--- src/rtl/uart_fifo_tx.sv ---
// UART 8N1 transmitter popping bytes from a show-ahead FIFO; frame lasts 10*CLKS_PER_BIT cycles, plus one IDLE cycle between frames.
// Pops only in IDLE when the FIFO is non-empty. Define UART_TX_PARITY_EN to add an even-parity bit (11*CLKS_PER_BIT frame).
module uart_fifo_tx #(
  parameter int CLKS_PER_BIT = 16,
  parameter int CNT_BITS     = $clog2(CLKS_PER_BIT) + 1
) (
  input  logic       clk,
  input  logic       rst,
  input  logic       fifo_empty,
  input  logic [7:0] fifo_rd_data,
  output logic       fifo_rd_en,
  output logic       tx,
  output logic       busy,
  output logic       tx_done
);

`ifdef UART_TX_PARITY_EN
  typedef enum logic [2:0] {IDLE, START, DATA, PARITY, STOP} state_t;
`else
  typedef enum logic [1:0] {IDLE, START, DATA, STOP} state_t;
`endif

  localparam logic [CNT_BITS-1:0] CNT_LAST = CNT_BITS'(CLKS_PER_BIT - 1);

  state_t              state, state_nxt;
  logic [CNT_BITS-1:0] cnt, cnt_nxt;
  logic [2:0]          bit_idx, bit_idx_nxt;
  logic [7:0]          shift, shift_nxt;
  logic                bit_end;
  logic                tx_d, busy_d;
`ifdef UART_TX_PARITY_EN
  logic                parity, parity_nxt;
`endif

  assign bit_end    = (cnt == CNT_LAST);
  assign fifo_rd_en = (state == IDLE) && !fifo_empty && !rst;
  assign tx_done    = (state == STOP) && bit_end && !rst;

  always_ff @(posedge clk) begin
    if (rst) begin
      state   <= IDLE;
      cnt     <= '0;
      bit_idx <= '0;
      shift   <= '0;
      tx      <= 1'b1;
      busy    <= 1'b0;
`ifdef UART_TX_PARITY_EN
      parity  <= 1'b0;
`endif
    end else begin
      state   <= state_nxt;
      cnt     <= cnt_nxt;
      bit_idx <= bit_idx_nxt;
      shift   <= shift_nxt;
      tx      <= tx_d;
      busy    <= busy_d;
`ifdef UART_TX_PARITY_EN
      parity  <= parity_nxt;
`endif
    end
  end

  always_comb begin
    state_nxt   = state;
    cnt_nxt     = bit_end ? '0 : cnt + 1'b1;
    bit_idx_nxt = bit_idx;
    shift_nxt   = shift;
`ifdef UART_TX_PARITY_EN
    parity_nxt  = parity;
`endif
    case (state)
      IDLE: begin
        cnt_nxt = '0;
        if (fifo_rd_en) begin
          shift_nxt = fifo_rd_data;
`ifdef UART_TX_PARITY_EN
          // parity taken from the captured byte, before any shifting
          parity_nxt = ^fifo_rd_data;
`endif
          state_nxt = START;
        end
      end
      START: begin
        if (bit_end) begin
          state_nxt   = DATA;
          bit_idx_nxt = '0;
        end
      end
      DATA: begin
        if (bit_end) begin
          if (bit_idx == 3'd7) begin
`ifdef UART_TX_PARITY_EN
            state_nxt = PARITY;
`else
            state_nxt = STOP;
`endif
          end else begin
            shift_nxt   = {1'b0, shift[7:1]};
            bit_idx_nxt = bit_idx + 3'd1;
          end
        end
      end
`ifdef UART_TX_PARITY_EN
      PARITY: if (bit_end) state_nxt = STOP;
`endif
      STOP: if (bit_end) state_nxt = IDLE;
      default: state_nxt = IDLE;
    endcase
  end

  // tx/busy are registered from the next-state view so they line up with state
  always_comb begin
    tx_d   = 1'b1;
    busy_d = (state_nxt != IDLE);
    case (state_nxt)
      START:  tx_d = 1'b0;
      DATA:   tx_d = shift_nxt[0];
`ifdef UART_TX_PARITY_EN
      PARITY: tx_d = parity_nxt;
`endif
      default: tx_d = 1'b1;
    endcase
  end

endmodule

--- config.mk ---
export PLATFORM = sky130hd
export DESIGN_NAME = uart_fifo_tx
export DESIGN_NICKNAME = d
export VERILOG_FILES = /design/src/rtl/uart_fifo_tx.sv
export SDC_FILE = /design/constraint.sdc
export NUM_CORES = 1
export LEC_CHECK = 0
export BUFFER_PORTS_ARGS = -buffer_cell sky130_fd_sc_hd__buf_2
export CAP_MARGIN = 20
export CORE_ASPECT_RATIO = 0.9
export CORE_MARGIN = 5
export CORE_UTILIZATION = 45
export CTS_CLUSTER_DIAMETER = 50
export CTS_CLUSTER_SIZE = 16
export DETAILED_ROUTE_END_ITERATION = 7
export PLACE_DENSITY_LB_ADDON = 0.12
export SYNTH_ARGS = -nofsm -noshare
export SYNTH_HDL_FRONTEND = slang
export SYNTH_SLANG_ARGS = --single-unit
--- constraint.sdc ---
create_clock -name clk -period 2.6 [get_ports clk]
set_input_delay 0.26 -clock clk [delete_from_list [all_inputs] [get_ports clk]]
set_output_delay 0.26 -clock clk [all_outputs]
set_load 0.02 [all_outputs]
==> results.yml, run 1 <==
floorplan:
  chipWidth_um: 57.30
  core_um2: 1914
  dieArea_um2: 3012
  fp-row-count: 15
  start_util_pct: 47.32
  die_y_um: 52.57
  io_pins: 15
setup_path:
  path_class: "reg2reg"
  critPathMaxFanout: 11
  cpMaxStageDelayCell: "dfxtp_1"
  path_cells: "ha_1 > and3_1 > ha_1 > nor4bb_1 > buf_4 > o21ba_2 > mux2i_1 > nor2_1"
  required_ps: 2780
  critPathCaptureType: "flip-flop"
  critPathArrivalTime_ps: 2140
  cp_top_family: "simple AND/OR/NAND/NOR gates"
  start_kind: "flip-flop"
  max_stage_delay_ps: 370
  cp_num_buf_inv: 1
  cp_common_cell: "ha_1"
placed_design:
  place_congestion: 0.7385
  io_buffers: 14
  dp.cells: 129
  dpl.hpwl_mm: 1.149
min_path:
  worstHoldPathType: "in2reg"
power:
  netSwitchingFraction_pct: 20.60
  cellInternalPower_mw: 0.4945
  p_per_area_nw_per_um2: 603.4
  vdd_drop_max_uv: 439.4
  p_clk_share_pct: 40.1
  combPwrFrac_pct: 8.0
  power_leakage_nw: 0.4146
  power_frac_seq_pct: 52.0
  power_switching_mw: 0.1283
yosys:
  synth_warnings: 0
  synth_cell_types: 32
  synth_area_per_cell_um2: 9.637
  ys_ff_latch: 20
  synth_area_um2: 905.9
  yosysSeqAreaShare_pct: 44.20
  syn-instance-count: 94
  synthesis.nets: 110
finish:
  area_delta_synth_final_pct: 13.95
  drive_above_1_share_pct: 23.15
  final_nets: 125
  final_cells: 133
  fillers: 199
  diodes: 0
sta:
  final_hold_viol_count: 0
  rsz0062_at_grt: "no"
  slew-limit-headroom_pct: 60.33
  tns_ps: 0
  fin_skew_ps: 5.025
  period_share_pct: 75.34
  setup_viol: 0
  finalMaxSlewViolations: 0
  fmax_ghz: 0.5105
  worst_pin_slew_ps: 590.7
  period_needed_ps: 1959
clock_tree:
  htree_levels: 1
  clockBufferDepth: 2
  cts.repair.resized: 0
  clk_latency_ps: 300
  cts_num_sinks: 20
  cts_tree: "yes"
  cts_buffers: 3
  clkSlewWorstSetupHoldPaths_ps: 110
  hold_buffers: 0
  postCtsSetupBuffers: 0
  cts_root_buf: "clkbuf_4"
route:
  met2_length_um: 741
  drt_iter0_markers: 7
  drtAntennaViolNets: 0
  route.vias.total: 698
  top_layer: "met4"
  wl_met1_um: 733
  wl_met3_um: 71
  vias_per_cell: 5.248
  drc_errors: 0
  dr.pass1.iters: 3
  wl_per_cell_um: 11.75
  routed_wl_mm: 1.563
global_routing:
  grt_remaining_overflow: 0
  grt_pass1_vias: 668
  grt_max_degree: 20
  grt_usage_pct: 12.48
  grt_first_pass_wirelength_mm: 2.884
  antenna_found_initial: 0
run:
  cap_violations: 0
run_status:
  status: "completed"
-- worst paths after layout --
kind / start / end / slack [ps] / depth (start not counted)
worst max-delay path: cnt[0]$_SDFF_PP0_ / bit_idx[0]$_SDFFE_PP0P_ / 640 / 8
worst min-delay path: fifo_rd_data[7] / shift[7]$_SDFFE_PP0P_ / 220 / 3
worst max register to register: cnt[0]$_SDFF_PP0_ / bit_idx[0]$_SDFFE_PP0P_ / 640 / 8
worst min register to register: cnt[0]$_SDFF_PP0_ / cnt[0]$_SDFF_PP0_ / 460 / 1
-- per-stage QoR --
stage	util (%)	setup slack, ps	hold slack [ps]	power [mW]	cell area [µm²]
floorplan	-	829.5	417.5	0.3653	905.9
finish	53.92	641.2	218.4	0.6228	1032
CTS	53.92	621.9	205.0	0.6358	1032
global route	53.92	413.8	199.9	0.6594	1032
detailed placement	51.18	656.5	442.8	0.3812	979.7
global placement	51.18	694.6	430.9	0.3806	979.7
-- logic make-up (layout without fill, tap and decap cells) --
| family | after synthesis | in the layout | synth area share, % |
|---|---|---|---|
| xor+xnor | 3 | 3 | 2.901 |
| compound gates | 20 | 20 | 14.37 |
| mux | 2 | 2 | 2.348 |
| simple gates | 37 | 37 | 24.59 |
| fa+ha+maj | 5 | 5 | 6.906 |
| buf+inv | 7 | 21 | 4.695 |
| flops | 20 | 20 | 44.20 |
-- registers in the layout, summed over array words and instances, names as in the netlist --
name and cells:
shift 8, state 2, bit_idx 3, cnt 5
busy 1, tx 1
-- layout by cell type, fill, tap and decap left out --
cell,instances
a21o_1,1
a21oi_1,9
a221oi_1,1
a22oi_1,7
a31oi_1,1
and2_1,1
and3_1,1
and4b_1,2
buf_2,14
buf_4,1
bufinv_16,1
clkbuf_4,3
dfxtp_1,20
ha_1,5
inv_1,2
mux2_2,1
mux2i_1,1
nand2_1,9
nand2b_1,1
nand3_1,1
nand4b_1,2
nor2_1,12
nor2_2,1
nor2b_1,1
nor3_2,1
nor3b_2,1
nor4_4,1
nor4bb_1,2
o21ba_2,1
or3_1,1
xnor2_1,1
xor2_1,2
-- final cells by class --
| cell class | count | area [µm²] | share of cell area [%] |
|---|---|---|---|
| flip-flops and latches | 20 | 400.4 | 38.79 |
| clock inverters | 1 | 30.03 | 2.909 |
| well taps | 25 | 31.28 | 3.030 |
| multi-input cells | 67 | 462.9 | 44.85 |
| repair buffers | 15 | 77.57 | 7.515 |
| inverters | 2 | 7.507 | 0.7273 |
| clock buffers | 3 | 22.52 | 2.182 |
-- cell usage after synthesis --
cell type / count / area [µm²]
and3_1: 1 / 6.260
nor3_2: 1 / 10.01
nor4bb_1: 2 / 20.02
buf_6: 1 / 11.26
a22oi_1: 7 / 52.55
clkbuf_1: 1 / 3.750
xnor2_1: 1 / 8.760
nor3b_2: 1 / 12.51
mux2i_1: 1 / 10.01
a21oi_1: 9 / 45.04
nor4_4: 1 / 21.27
o21ba_2: 1 / 10.01
xor2_1: 2 / 17.52
dfxtp_1: 20 / 400.4
nor2b_1: 1 / 6.260
ha_1: 5 / 62.56
a31oi_1: 1 / 6.260
nand4b_1: 2 / 17.52
nor2_1: 12 / 45.04
nand2_1: 9 / 33.78
a221oi_1: 1 / 8.760
inv_1: 2 / 7.510
buf_4: 2 / 15.01
and4b_1: 2 / 20.02
mux2_2: 1 / 11.26
and2_1: 1 / 6.260
or3_1: 1 / 6.260
a21o_1: 1 / 7.510
nand3_1: 1 / 5.000
nor2_2: 1 / 6.260
nand2b_1: 1 / 6.260
buf_2: 1 / 5.000
-- routing by layer --
layer | GRT usage (%) | vias to the layer above
met5 | 0 | -
met4 | 4.633 | 0
met3 | 4.926 | 2
met2 | 20.53 | 9
met1 | 14.69 | 324
li1 | - | 363
-- worst reg2reg max path, delay by kind of cell (launching register included) --
kind                       cells  cell delay, ps
adders and majority gates      2             400
DFF                            1             370
and+or+nand+nor                3             540
muxes                          1             130
buffers and inverters          1             220
AOI/OAI and AO/OA              1             190
-- power groups by stage --
stage          logic, mW  clock network, mW  registers, mW
2_1_floorplan     0.0345                  0          0.331
3_3_place_gp      0.0498                  0          0.331
3_5_place_dp      0.0506                  0          0.331
4_1_cts           0.0507              0.261          0.324
5_1_grt           0.0571              0.277          0.326
6_report          0.0495              0.249          0.324
(Power assumes the default switching activity.)
==> inputs of run 2 (changes only) <==
Settings changed: ABC_AREA from default to 1.
Clock period 2.6 ns to 1.9 ns, I/O delays scaled along.
==> results.yml, run 2 <==
setup_path:
  rr_startpoint: "cnt[0]$_SDFF_PP0_"
  required_ps: 1710
  critPathArrivalTime_ps: 1570
  path_class: "reg2out"
  start_kind: "flip-flop"
  critPathCaptureType: "primary output"
  critPathMaxFanout: 5
  cp-startpoint: "cnt[0]$_SDFF_PP0_"
floorplan:
  fp-row-count: 16
  start_util_pct: 47.53
  chipWidth_um: 60.61
  dieArea_um2: 3366
  io_pins: 15
  die_y_um: 55.55
  core_um2: 2182
yosys:
  synth_most_common_cell: "nor2_1"
  ys_ff_latch: 20
  netlist_top_cells_count: "nor2_1, dfxtp_1, inv_1"
  synth_top_area_cell: "dfxtp_1"
  yosysSeqAreaShare_pct: 38.60
  synth_ff_type: "dfxtp_1"
  synth_area_leaders: "dfxtp_1, nor2_1, inv_1, ha_1, a21oi_2"
  async_flop_share_pct: 0
  syn-instance-count: 135
  synth_warnings: 0
  synth_area_um2: 1037
  synth_cell_types: 23
  synth_top_area_share_pct: 38.60
  synth_edf_count: 0
  synthesis.nets: 151
  synth_area_per_cell_um2: 7.683
sta:
  finalMaxSlewViolations: 0
  slew-limit-headroom_pct: 75.13
  tns_ps: 0
  fin_skew_ps: 3.527
  period_share_pct: 92.62
  final_hold_viol_count: 0
  setup_viol: 0
  final.setup.worst_slack_ps: 140.2
  period_needed_ps: 1760
  worst_pin_slew_ps: 373.1
  fmax_ghz: 0.5683
placed_design:
  dp_slack_ps: 168.1
  io_buffers: 14
  placed_area_um2: 1137
  dpl.hpwl_mm: 1.578
  dp.cells: 175
  place_congestion: 0.7826
power:
  power_switching_mw: 0.2047
  netSwitchingFraction_pct: 25.89
  power_frac_seq_pct: 56.2
  power_leakage_nw: 0.5696
  finalPower_mw: 0.7906
  p_per_area_nw_per_um2: 656.8
  vdd_drop_max_uv: 456.1
  cellInternalPower_mw: 0.5859
  p_clk_share_pct: 31.8
  combPwrFrac_pct: 12.0
finish:
  largest_register_ffs: 8
  area_delta_synth_final_pct: 16.04
  reg_top3: "shift x8, cnt x5, bit_idx x3"
  diodes: 0
  seq_area_um2: 401.6
  mostFrequentLayoutCell: "nor2_1"
  drive_above_1_share_pct: 33.55
  largest_register: "shift"
  final_nets: 169
  final_cell_area_um2: 1204
  final_cells: 179
  multiInputGateArea_um2: 573.1
  fillers: 220
  final_cell_mix: "nor2_1, dfxtp_1, inv_1, nand2_1, buf_2"
run_status:
  status: "completed"
global_routing:
  grt_first_pass_wirelength_mm: 3.636
  grt_pass1_vias: 861
  grt_remaining_overflow: 0
  grt_max_degree: 16
  grt_usage_pct: 13.84
  antenna_found_initial: 0
route:
  drtAntennaViolNets: 0
  route.vias.total: 884
  vias_per_cell: 4.939
  dr.pass1.iters: 4
  routed_wl_mm: 2.114
  drc_errors: 0
  wl_per_cell_um: 11.81
  drt_iter0_markers: 37
run:
  cap_violations: 0
clock_tree:
  clockBufferDepth: 2
  htree_levels: 1
  clkSlewWorstSetupHoldPaths_ps: 110
  cts_buffers: 3
  hold_buffers: 0
  cts_num_sinks: 20
  postCtsSetupBuffers: 0
  clk_latency_ps: 300
  cts_tree: "yes"
  cts_root_buf: "clkbuf_4"
min_path:
  worstHoldPathType: "in2reg"
  hold_start: "fifo_rd_data[7]"
==> run 2: cell types whose count changed after synthesis, moves of 5 or more <==
cell     previous run  this run
a22oi_1             7         0
nand2_1             9        15
nand2_2             0         7
a21oi_2             0         7
nor2_1             12        22
inv_2               0         5
nand3_1             1         7
inv_1               2        17
==> run 2: cell type report <==
| type | count | area share [%] |
|---|---|---|
| timing repair buffer | 14 | 5.821 |
| inverter | 23 | 7.380 |
| multi-input combinational | 91 | 47.61 |
| tap | 27 | 2.807 |
| sequential | 20 | 33.37 |
| clock buffer | 4 | 3.015 |
==> run 2: power groups by stage <==
| stage | Clock, mW | Sequential (mW) | Combinational, mW |
|---|---|---|---|
| floorplan | 0 | 0.455 | 0.0621 |
| global placement | 0 | 0.453 | 0.0912 |
| detailed placement | 0 | 0.453 | 0.0934 |
| CTS | 0.260 | 0.444 | 0.0939 |
| global route | 0.280 | 0.447 | 0.106 |
| finish | 0.252 | 0.444 | 0.0947 |
==> run 2: worst paths after layout <==
path	endpoint	slack, ps	cells after the start
setup / recovery	tx_done	140	7
hold / removal	shift[7]$_SDFFE_PP0P_	140	3
setup reg to reg	tx$_SDFF_PP1_	290	10
hold reg to reg	cnt[0]$_SDFF_PP0_	420	1
==> run 2: cells by family after synthesis <==
logic type	count (synthesis)	share of synthesized area (%)
buffers and inverters	24	8.927
AND/OR/NAND/NOR	63	32.57
adder cells (fa/ha/maj)	5	6.031
AO/OA/AOI/OAI	23	13.87
flip-flops	20	38.60
==> run 2: metrics by stage <==
| stage | hold WS [ps] | utilization, % |
|---|---|---|
| finish | 135.2 | 55.16 |
| global route | 120.2 | 55.16 |
| CTS | 138.1 | 54.07 |
| detailed placement | 438.4 | 52.12 |
| global placement | 431.0 | 52.12 |
| floorplan | 338.7 | - |
==> run 2: routing by layer <==
metal	share of wire [%]	global-route usage, %
met5	0	0
met2	47	21.22
met1	48	18.96
met3	4.6	4.196
met4	0.47	2.786
==> run 2: what timing repair did <==
| action | CTS | global route |
|---|---|---|
| pin swaps | 1 | 1 |
| hold endpoints to repair | 0 | 0 |
| setup endpoints to repair | 1 | 1 |
| gates resized for setup | 3 | 4 |
==> run 2: critical path, stage by stage (launching register included) <==
cell and delay (ps):
dfxtp_2 350, ha_1 160, nand2_1 100, nor2_4 120, ha_4 160, inv_1 50, nor4_2 120, buf_2 200
